## config.mk

```make
export PLATFORM = sky130hd
export DESIGN_NAME = pmod_port_arbiter_flat
export DESIGN_NICKNAME = d
export VERILOG_FILES = /design/src/rtl/pmod_pkg.sv /design/src/rtl/pmod_port_arbiter_if.sv /design/src/rtl/rr_pick.sv /design/src/rtl/pmod_port_arbiter.sv /design/src/flat_wrapper.sv
export SDC_FILE = /design/constraint.sdc
export NUM_CORES = 1
export LEC_CHECK = 0
export ABC_CLOCK_PERIOD_IN_PS = 2400
export CAP_MARGIN = 10
export CORE_MARGIN = 2
export CORE_UTILIZATION = 42
export CTS_BUF_LIST = sky130_fd_sc_hd__clkbuf_16
export DETAILED_ROUTE_END_ITERATION = 7
export PLACE_DENSITY = 0.77
export SLEW_MARGIN = 15
export SYNTH_ARGS = -nofsm -noshare
export SYNTH_HDL_FRONTEND = slang
export SYNTH_SLANG_ARGS = --single-unit
```

## constraint.sdc

```tcl
create_clock -name clk -period 2.4 [get_ports clk]
set_clock_uncertainty 0.1 [all_clocks]
set_input_delay 0.72 -clock clk [delete_from_list [all_inputs] [get_ports clk]]
set_output_delay 0.72 -clock clk [all_outputs]
set_load 0.05 [all_outputs]
```

## src/rtl/pmod_pkg.sv

```systemverilog
// ----------------------------------------------------------------------------
// pmod_pkg
// Shared definitions for the Pmod port arbiter slice.
//   state_e      : arbiter FSM state encoding (IDLE / GRANT / TURN)
//   DEF_NUM_REQ  : default number of requesters sharing one header
//   DEF_WIDTH    : default number of Pmod data pins driven
//   DEF_MAX_HOLD : default grant-cycle limit for the timeout build
// ----------------------------------------------------------------------------
package pmod_pkg;

  typedef enum logic [1:0] {
    IDLE  = 2'd0,
    GRANT = 2'd1,
    TURN  = 2'd2
  } state_e;

  localparam int DEF_NUM_REQ  = 4;
  localparam int DEF_WIDTH    = 8;
  localparam int DEF_MAX_HOLD = 256;

endpackage

```

## src/rtl/pmod_port_arbiter_if.sv

```systemverilog
// ----------------------------------------------------------------------------
// pmod_port_arbiter_if
// Bundle between the requesters and the Pmod header arbiter.
//   req      : per-requester level request, held until the requester is done
//   data_in  : requester i drives slice [i*WIDTH +: WIDTH]
//   gnt      : one-hot-or-zero registered grant
//   pmod_out : registered pin data to the header
//   pmod_oe  : header output enable, high only while a grant is held
//   busy     : arbiter is not idle
// Modports:
//   master : requester side (drives req/data_in)
//   slave  : arbiter side (drives gnt/pmod_out/pmod_oe/busy)
// ----------------------------------------------------------------------------
interface pmod_port_arbiter_if
  import pmod_pkg::*;
#(
  parameter int NUM_REQ = DEF_NUM_REQ,
  parameter int WIDTH   = DEF_WIDTH
);

  logic [NUM_REQ-1:0]       req;
  logic [NUM_REQ*WIDTH-1:0] data_in;
  logic [NUM_REQ-1:0]       gnt;
  logic [WIDTH-1:0]         pmod_out;
  logic                     pmod_oe;
  logic                     busy;

  modport master (
    output req, data_in,
    input  gnt, pmod_out, pmod_oe, busy
  );

  modport slave (
    input  req, data_in,
    output gnt, pmod_out, pmod_oe, busy
  );

endinterface

```

## src/rtl/rr_pick.sv

```systemverilog
// ----------------------------------------------------------------------------
// rr_pick
// Combinational round-robin priority select. Returns the first set request
// bit found searching upward from ptr, wrapping NUM_REQ-1 -> 0.
// Ports:
//   req    : request vector
//   ptr    : index with highest priority this round
//   winner : index of the selected requester (0 when none)
//   valid  : at least one request is set
// ----------------------------------------------------------------------------
module rr_pick
  import pmod_pkg::*;
#(
  parameter int NUM_REQ = DEF_NUM_REQ,
  parameter int IW      = $clog2(NUM_REQ)
) (
  input  logic [NUM_REQ-1:0] req,
  input  logic [IW-1:0]      ptr,
  output logic [IW-1:0]      winner,
  output logic               valid
);

  logic [IW-1:0] idx;

  // Walk the offsets from the far end back toward ptr so the closest set bit
  // is the last one written and therefore wins, without needing a break.
  always_comb begin
    // NOTE: every variable written here gets a default first; a path that
    // leaves one unassigned would infer a latch.
    winner = '0;
    valid  = 1'b0;
    idx    = '0;
    for (int i = NUM_REQ - 1; i >= 0; i--) begin
      idx = IW'((int'(ptr) + i) % NUM_REQ);
      if (req[idx]) begin
        winner = idx;
        valid  = 1'b1;
      end
    end
  end

endmodule

```

## src/rtl/pmod_port_arbiter.sv

```systemverilog
// ----------------------------------------------------------------------------
// pmod_port_arbiter
// Round-robin arbiter letting NUM_REQ requesters share one Pmod header.
// A requester keeps the header while its req stays high; every hand-over
// passes through a single TURN cycle with the pins released, so two owners
// never drive the header back to back.
//
// Parameters:
//   NUM_REQ  : requesters sharing the header (2..8)
//   WIDTH    : Pmod data pins driven
//   MAX_HOLD : grant cycles before a forced release when others wait
//              (only meaningful in the timeout build)
// Ports:
//   clk : rising-edge clock
//   rst : asynchronous, active-high reset
//   bus : pmod_port_arbiter_if.slave (req, data_in, gnt, pmod_out,
//         pmod_oe, busy)
//
// Build option:
//   PMOD_ARB_TIMEOUT_EN : when defined, an owner that has held the header
//   for MAX_HOLD grant cycles while another requester waits is forced
//   through TURN. When undefined the grant lasts until the owner drops req
//   and no hold counter exists.
// ----------------------------------------------------------------------------
module pmod_port_arbiter
  import pmod_pkg::*;
#(
  parameter int NUM_REQ  = DEF_NUM_REQ,
  parameter int WIDTH    = DEF_WIDTH,
  parameter int MAX_HOLD = DEF_MAX_HOLD
) (
  input logic                clk,
  input logic                rst,
  pmod_port_arbiter_if.slave bus
);

  localparam int IW = $clog2(NUM_REQ);

  if (NUM_REQ < 2 || NUM_REQ > 8 || MAX_HOLD < 2) begin : g_param_check
    $error("pmod_port_arbiter: NUM_REQ must be 2..8 and MAX_HOLD at least 2");
  end

  state_e             state_q, state_d;
  logic [NUM_REQ-1:0] gnt_q, gnt_d;
  logic [WIDTH-1:0]   out_q, out_d;
  logic               oe_q, oe_d;
  logic               busy_q, busy_d;
  logic [IW-1:0]      owner_q, owner_d;
  logic [IW-1:0]      ptr_q, ptr_d;

  logic [IW-1:0]      pick_idx;
  logic               pick_valid;
  logic [WIDTH-1:0]   owner_data;
  logic               drop_grant;

`ifdef PMOD_ARB_TIMEOUT_EN
  localparam int HW = $clog2(MAX_HOLD);

  logic [HW-1:0] hold_cnt, hold_d;
  logic          hold_expired;
  logic          others_waiting;

  assign hold_expired   = (hold_cnt == HW'(MAX_HOLD - 1));
  // gnt_q is one-hot on the owner during GRANT, so masking with it leaves
  // exactly the requesters that are being kept waiting.
  assign others_waiting = |(bus.req & ~gnt_q);
`endif

  rr_pick #(
    .NUM_REQ (NUM_REQ),
    .IW      (IW)
  ) u_pick (
    .req    (bus.req),
    .ptr    (ptr_q),
    .winner (pick_idx),
    .valid  (pick_valid)
  );

  // Constant-index mux of the owner's data slice.
  always_comb begin
    owner_data = '0;
    for (int i = 0; i < NUM_REQ; i++) begin
      if (owner_q == IW'(i)) owner_data = bus.data_in[i*WIDTH +: WIDTH];
    end
  end

  always_comb begin
    state_d    = state_q;
    gnt_d      = gnt_q;
    out_d      = out_q;
    oe_d       = oe_q;
    owner_d    = owner_q;
    ptr_d      = ptr_q;
    drop_grant = 1'b0;
`ifdef PMOD_ARB_TIMEOUT_EN
    hold_d     = hold_cnt;
`endif

    case (state_q)
      IDLE: begin
        if (pick_valid) begin
          state_d = GRANT;
          owner_d = pick_idx;
          gnt_d   = NUM_REQ'(1) << pick_idx;
          oe_d    = 1'b1;
          ptr_d   = (pick_idx == IW'(NUM_REQ - 1)) ? '0 : pick_idx + 1'b1;
`ifdef PMOD_ARB_TIMEOUT_EN
          hold_d  = '0;
`endif
        end
      end

      GRANT: begin
        out_d      = owner_data;
        drop_grant = !bus.req[owner_q];
`ifdef PMOD_ARB_TIMEOUT_EN
        // Drop and timeout together still give one TURN: both only feed
        // this single flag.
        if (hold_expired && others_waiting) drop_grant = 1'b1;
        hold_d = hold_expired ? hold_cnt : hold_cnt + 1'b1;
`endif
        if (drop_grant) begin
          state_d = TURN;
          gnt_d   = '0;
          oe_d    = 1'b0;
          out_d   = '0;
        end
      end

      TURN: begin
        // Outputs were already cleared on entry; requests seen now are
        // deliberately ignored so arbitration only happens from IDLE.
        state_d = IDLE;
      end

      default: begin
        state_d = IDLE;
        gnt_d   = '0;
        oe_d    = 1'b0;
        out_d   = '0;
      end
    endcase

    busy_d = (state_d != IDLE);
  end

  always_ff @(posedge clk or posedge rst) begin
    if (rst) begin
      state_q <= IDLE;
      gnt_q   <= '0;
      out_q   <= '0;
      oe_q    <= 1'b0;
      busy_q  <= 1'b0;
      owner_q <= '0;
      ptr_q   <= '0;
    end else begin
      // NOTE: non-blocking assignments so every register samples the
      // pre-edge values, independent of statement order.
      state_q <= state_d;
      gnt_q   <= gnt_d;
      out_q   <= out_d;
      oe_q    <= oe_d;
      busy_q  <= busy_d;
      owner_q <= owner_d;
      ptr_q   <= ptr_d;
    end
  end

`ifdef PMOD_ARB_TIMEOUT_EN
  always_ff @(posedge clk or posedge rst) begin
    if (rst) hold_cnt <= '0;
    else     hold_cnt <= hold_d;
  end
`endif

  assign bus.gnt      = gnt_q;
  assign bus.pmod_out = out_q;
  assign bus.pmod_oe  = oe_q;
  assign bus.busy     = busy_q;

endmodule

```

## src/flat_wrapper.sv

```systemverilog
// flat-port wrapper written by rule: the top's interface ports become plain ports
module pmod_port_arbiter_flat import pmod_pkg::*;
#(
  parameter int NUM_REQ  = DEF_NUM_REQ,
  parameter int WIDTH    = DEF_WIDTH,
  parameter int MAX_HOLD = DEF_MAX_HOLD
)
  (clk, rst, bus_req, bus_data_in, bus_gnt, bus_pmod_out, bus_pmod_oe, bus_busy);
  pmod_port_arbiter_if #(.NUM_REQ(NUM_REQ), .WIDTH(WIDTH)) bus_i ();
  input logic clk;
  input logic rst;
  input wire logic [$bits(bus_i.req)-1:0] bus_req;
  input wire logic [$bits(bus_i.data_in)-1:0] bus_data_in;
  output wire logic [$bits(bus_i.gnt)-1:0] bus_gnt;
  output wire logic [$bits(bus_i.pmod_out)-1:0] bus_pmod_out;
  output wire logic [$bits(bus_i.pmod_oe)-1:0] bus_pmod_oe;
  output wire logic [$bits(bus_i.busy)-1:0] bus_busy;
  assign bus_i.req = bus_req;
  assign bus_i.data_in = bus_data_in;
  assign bus_gnt = bus_i.gnt;
  assign bus_pmod_out = bus_i.pmod_out;
  assign bus_pmod_oe = bus_i.pmod_oe;
  assign bus_busy = bus_i.busy;
  pmod_port_arbiter #(.NUM_REQ(NUM_REQ), .WIDTH(WIDTH), .MAX_HOLD(MAX_HOLD)) u_core (.clk(clk), .rst(rst), .bus(bus_i));
endmodule
```

==> results of run 1 <==
[critical path, cell delays in order]
cell,delay (ns)
clkdlybuf4s50_1,0.51
inv_1,0.10
a311oi_2,0.34
inv_1,0.11
ha_1,0.20
nor3b_1,0.14
a31oi_1,0.18
o2bb2ai_1,0.08
[timing repair]
item / in CTS / in global routing
setup buffers: 0 / 0
setup endpoints to repair: 1 / 4
resized for setup: 1 / 5
hold endpoints to repair: 0 / 0
pin swaps: 0 / 3
[cells by family (layout without fill, tap and decap cells)]
logic type / Yosys count / after routing / share of synthesized area, %
AOI/OAI and AO/OA: 26 / 26 / 14.0
and+or+nand+nor: 25 / 25 / 11.9
DFF: 20 / 20 / 41.2
buffers and inverters: 19 / 81 / 6.80
muxes: 15 / 15 / 21.9
adders and majority gates: 4 / 4 / 4.12
[cell usage after synthesis, drive strengths merged]
master and number:
clkbuf 3, mux4 9, nand3 8, o21ai 9
o2bb2ai 4, a22oi 3, inv 14, dfrtp 20
nor3 2, ha 4, a311oi 1, nand2b 2
a31oi 1, nor4 1, mux2i 3, mux2 3
o2bb2a 1, and2 1, nor3b 1, nor2 9
o22ai 1, or2 1, a21oi 6, buf 2
[cell usage in the layout, fill, tap and decap left out, types with 4 or more instances in the layout]
cell             instances
nand3_1                  8
buf_4                   12
mux4_2                   9
a21oi_1                  6
o2bb2ai_1                4
clkdlybuf4s50_1         50
o21ai_0                  8
inv_1                   14
nor2_1                   9
dfrtp_1                 20
ha_1                     4
[worst paths after layout]
path | slack, ns | end | from | depth (start not counted)
max in group asynchronous | 1.30 | u_core.owner_q[1]$_DFFE_PP0P_ | rst | 3
worst max register to register | 0.46 | u_core.bus.gnt[2]$_DFFE_PP0P_ | u_core.ptr_q[1]$_DFFE_PP0P_ | 8
min in group asynchronous | 0.69 | u_core.bus.pmod_oe$_DFFE_PP0P_ | rst | 3
worst min-delay path | 0.42 | u_core.bus.pmod_out[2]$_DFFE_PP0N_ | u_core.bus.pmod_out[2]$_DFFE_PP0N_ | 2
worst max-delay path | 0.05 | u_core.bus.gnt[2]$_DFFE_PP0P_ | bus_req[3] | 8
worst min register to register | 0.42 | u_core.bus.pmod_out[2]$_DFFE_PP0N_ | u_core.bus.pmod_out[2]$_DFFE_PP0N_ | 2
[through the flow]
stage | total power [mW] | hold WS, ns | cells | area (sq um) | setup WS [ns]
2_1_floorplan | 1.54 | 0.418 | 109 | 1210 | 0.178
3_3_place_gp | 1.91 | 0.397 | 198 | 1820 | -0.159
3_5_place_dp | 1.95 | 0.410 | 198 | 1820 | -0.285
4_1_cts | 2.43 | 0.423 | 202 | 1930 | 0.00915
5_1_grt | 2.59 | 0.453 | 202 | 1950 | -0.00265
6_report | 2.44 | 0.418 | 202 | 1950 | 0.0529
[area by class of cell]
type                       instances  area, sq um
inverter                          14         52.6
multi-input combinational         70          653
timing repair buffer              63          603
fill                             214          805
clock inverter                     1         30.0
tap                               31         38.8
sequential                        20          500
clock buffer                       3         75.1
[flip-flops by register name, indices dropped and copies added (netlist names)]
register             cells
u_core.bus.pmod_out      8
u_core.bus.pmod_oe       1
u_core.ptr_q             2
u_core.bus.gnt           4
u_core.state_q           2
u_core.owner_q           2
u_core.bus.busy          1
[report_power, final]
part,internal [mW],switching (mW),leakage (nW)
Sequential,0.476,0.250,0.253
Clock,0.331,0.126,0.0511
Combinational,0.612,0.649,0.516
Total,1.42,1.03,0.819
[per-layer routing]
layer  routed length [um]  track usage [%]  share of wire, %
met1                 1330             25.6                40
met2                 1820             36.5                55
met3                  121             3.57               3.6
met4                   47             7.97               1.4
met5                    0                0                 0
==> reports/metrics.cfg, run 1 <==
[synth]
netlist_area_sq_um=1210
synthCells=109
yosys_register_bits=20
synth_nets=151
ys_types=26
synth_top_cell_by_area=dfrtp_1
yosysWarnings=0
synthTopCellsByArea=dfrtp_1, mux4_2, inv_1, ha_1, o21ai_0
yosysSeqAreaShare_pct=41.2
synth_area_per_cell_sq_um=11.1
synth_top_cell_area_share_pct=41.2

[floorplan]
die_x_um=57.8
die_area_sq_um=3340
initial_core_util_pct=44.1
ios=52
die_height_um=57.8
fp-row-count=19
coreArea_sq_um=2760

[global_route]
grtUsageTotal_pct=20.9
grt_pass1_wl_mm=5.38
antenna_found_initial=0
grt_pass1_vias=1165
overflow=0
grt_max_degree=24

[sta]
relSlewSlack_pct=52.0
timing.fmax_mhz=426
period_minus_slack_ns=2.35
finalSetupViolations=0
fin_crit_sh_pct=97.8
rsz0062_at_grt=true
maxSlewViolCount=0
tns_ns=0
tightest_slew_ns=0.719
finalHoldViolations=0

[min_path]
hold_class=register to register

[placed_design]
hpwl_mm=2.48
io_buffer_count=51
finalWeightedCongestion=0.766

[route]
drtIter0Drc=31
vias=1116
wl_per_cell_um=16.4
via_per_inst=5.52
postRouteAntennaNets=0
first_pass_iters=4
drt_wl_total_mm=3.32
drc_errors=0

[critical_path]
cp-start-kind=primary input
critPathCaptureType=register
crit_fanout=3
crit_arrival_ns=2.37
critPathKind=primary input to register
required_ns=2.43

[finish]
n_antenna_cell=0
finalNetCount=214
area_growth_syn_to_layout_pct=60.8
drive_above_1_share_pct=21.1
fin_util_pct=70.8

[clocking]
cts_tree=yes
clk_latency_ns=0.25
htreeDepth=1
cts.hold.buffers_added=0
cts-root-buf=clkbuf_16
clockBufferDepth=2
cts_buffers=3
clock_sinks=20
clkTransAtPathRegs_ns=0.06

[power]
power_density_nw_per_um2=1250
vdd_drop_max_uv=879
p_leak_nw=0.819

[run_status]
outcome=complete, no violations

[flow_run]
cap_violations=0

Note: power is estimated with default switching activity, not from simulation.
==> run 2: changes to the inputs <==
--- a/config.mk
+++ b/config.mk
@@ -6,7 +6,6 @@
 export NUM_CORES = 1
 export LEC_CHECK = 0
 export ABC_CLOCK_PERIOD_IN_PS = 2400
-export CAP_MARGIN = 10
 export CORE_MARGIN = 2
 export CORE_UTILIZATION = 42
 export CTS_BUF_LIST = sky130_fd_sc_hd__clkbuf_16
==> results of run 2 <==
Final layout, timing and power as in run 1 (identical DEF).
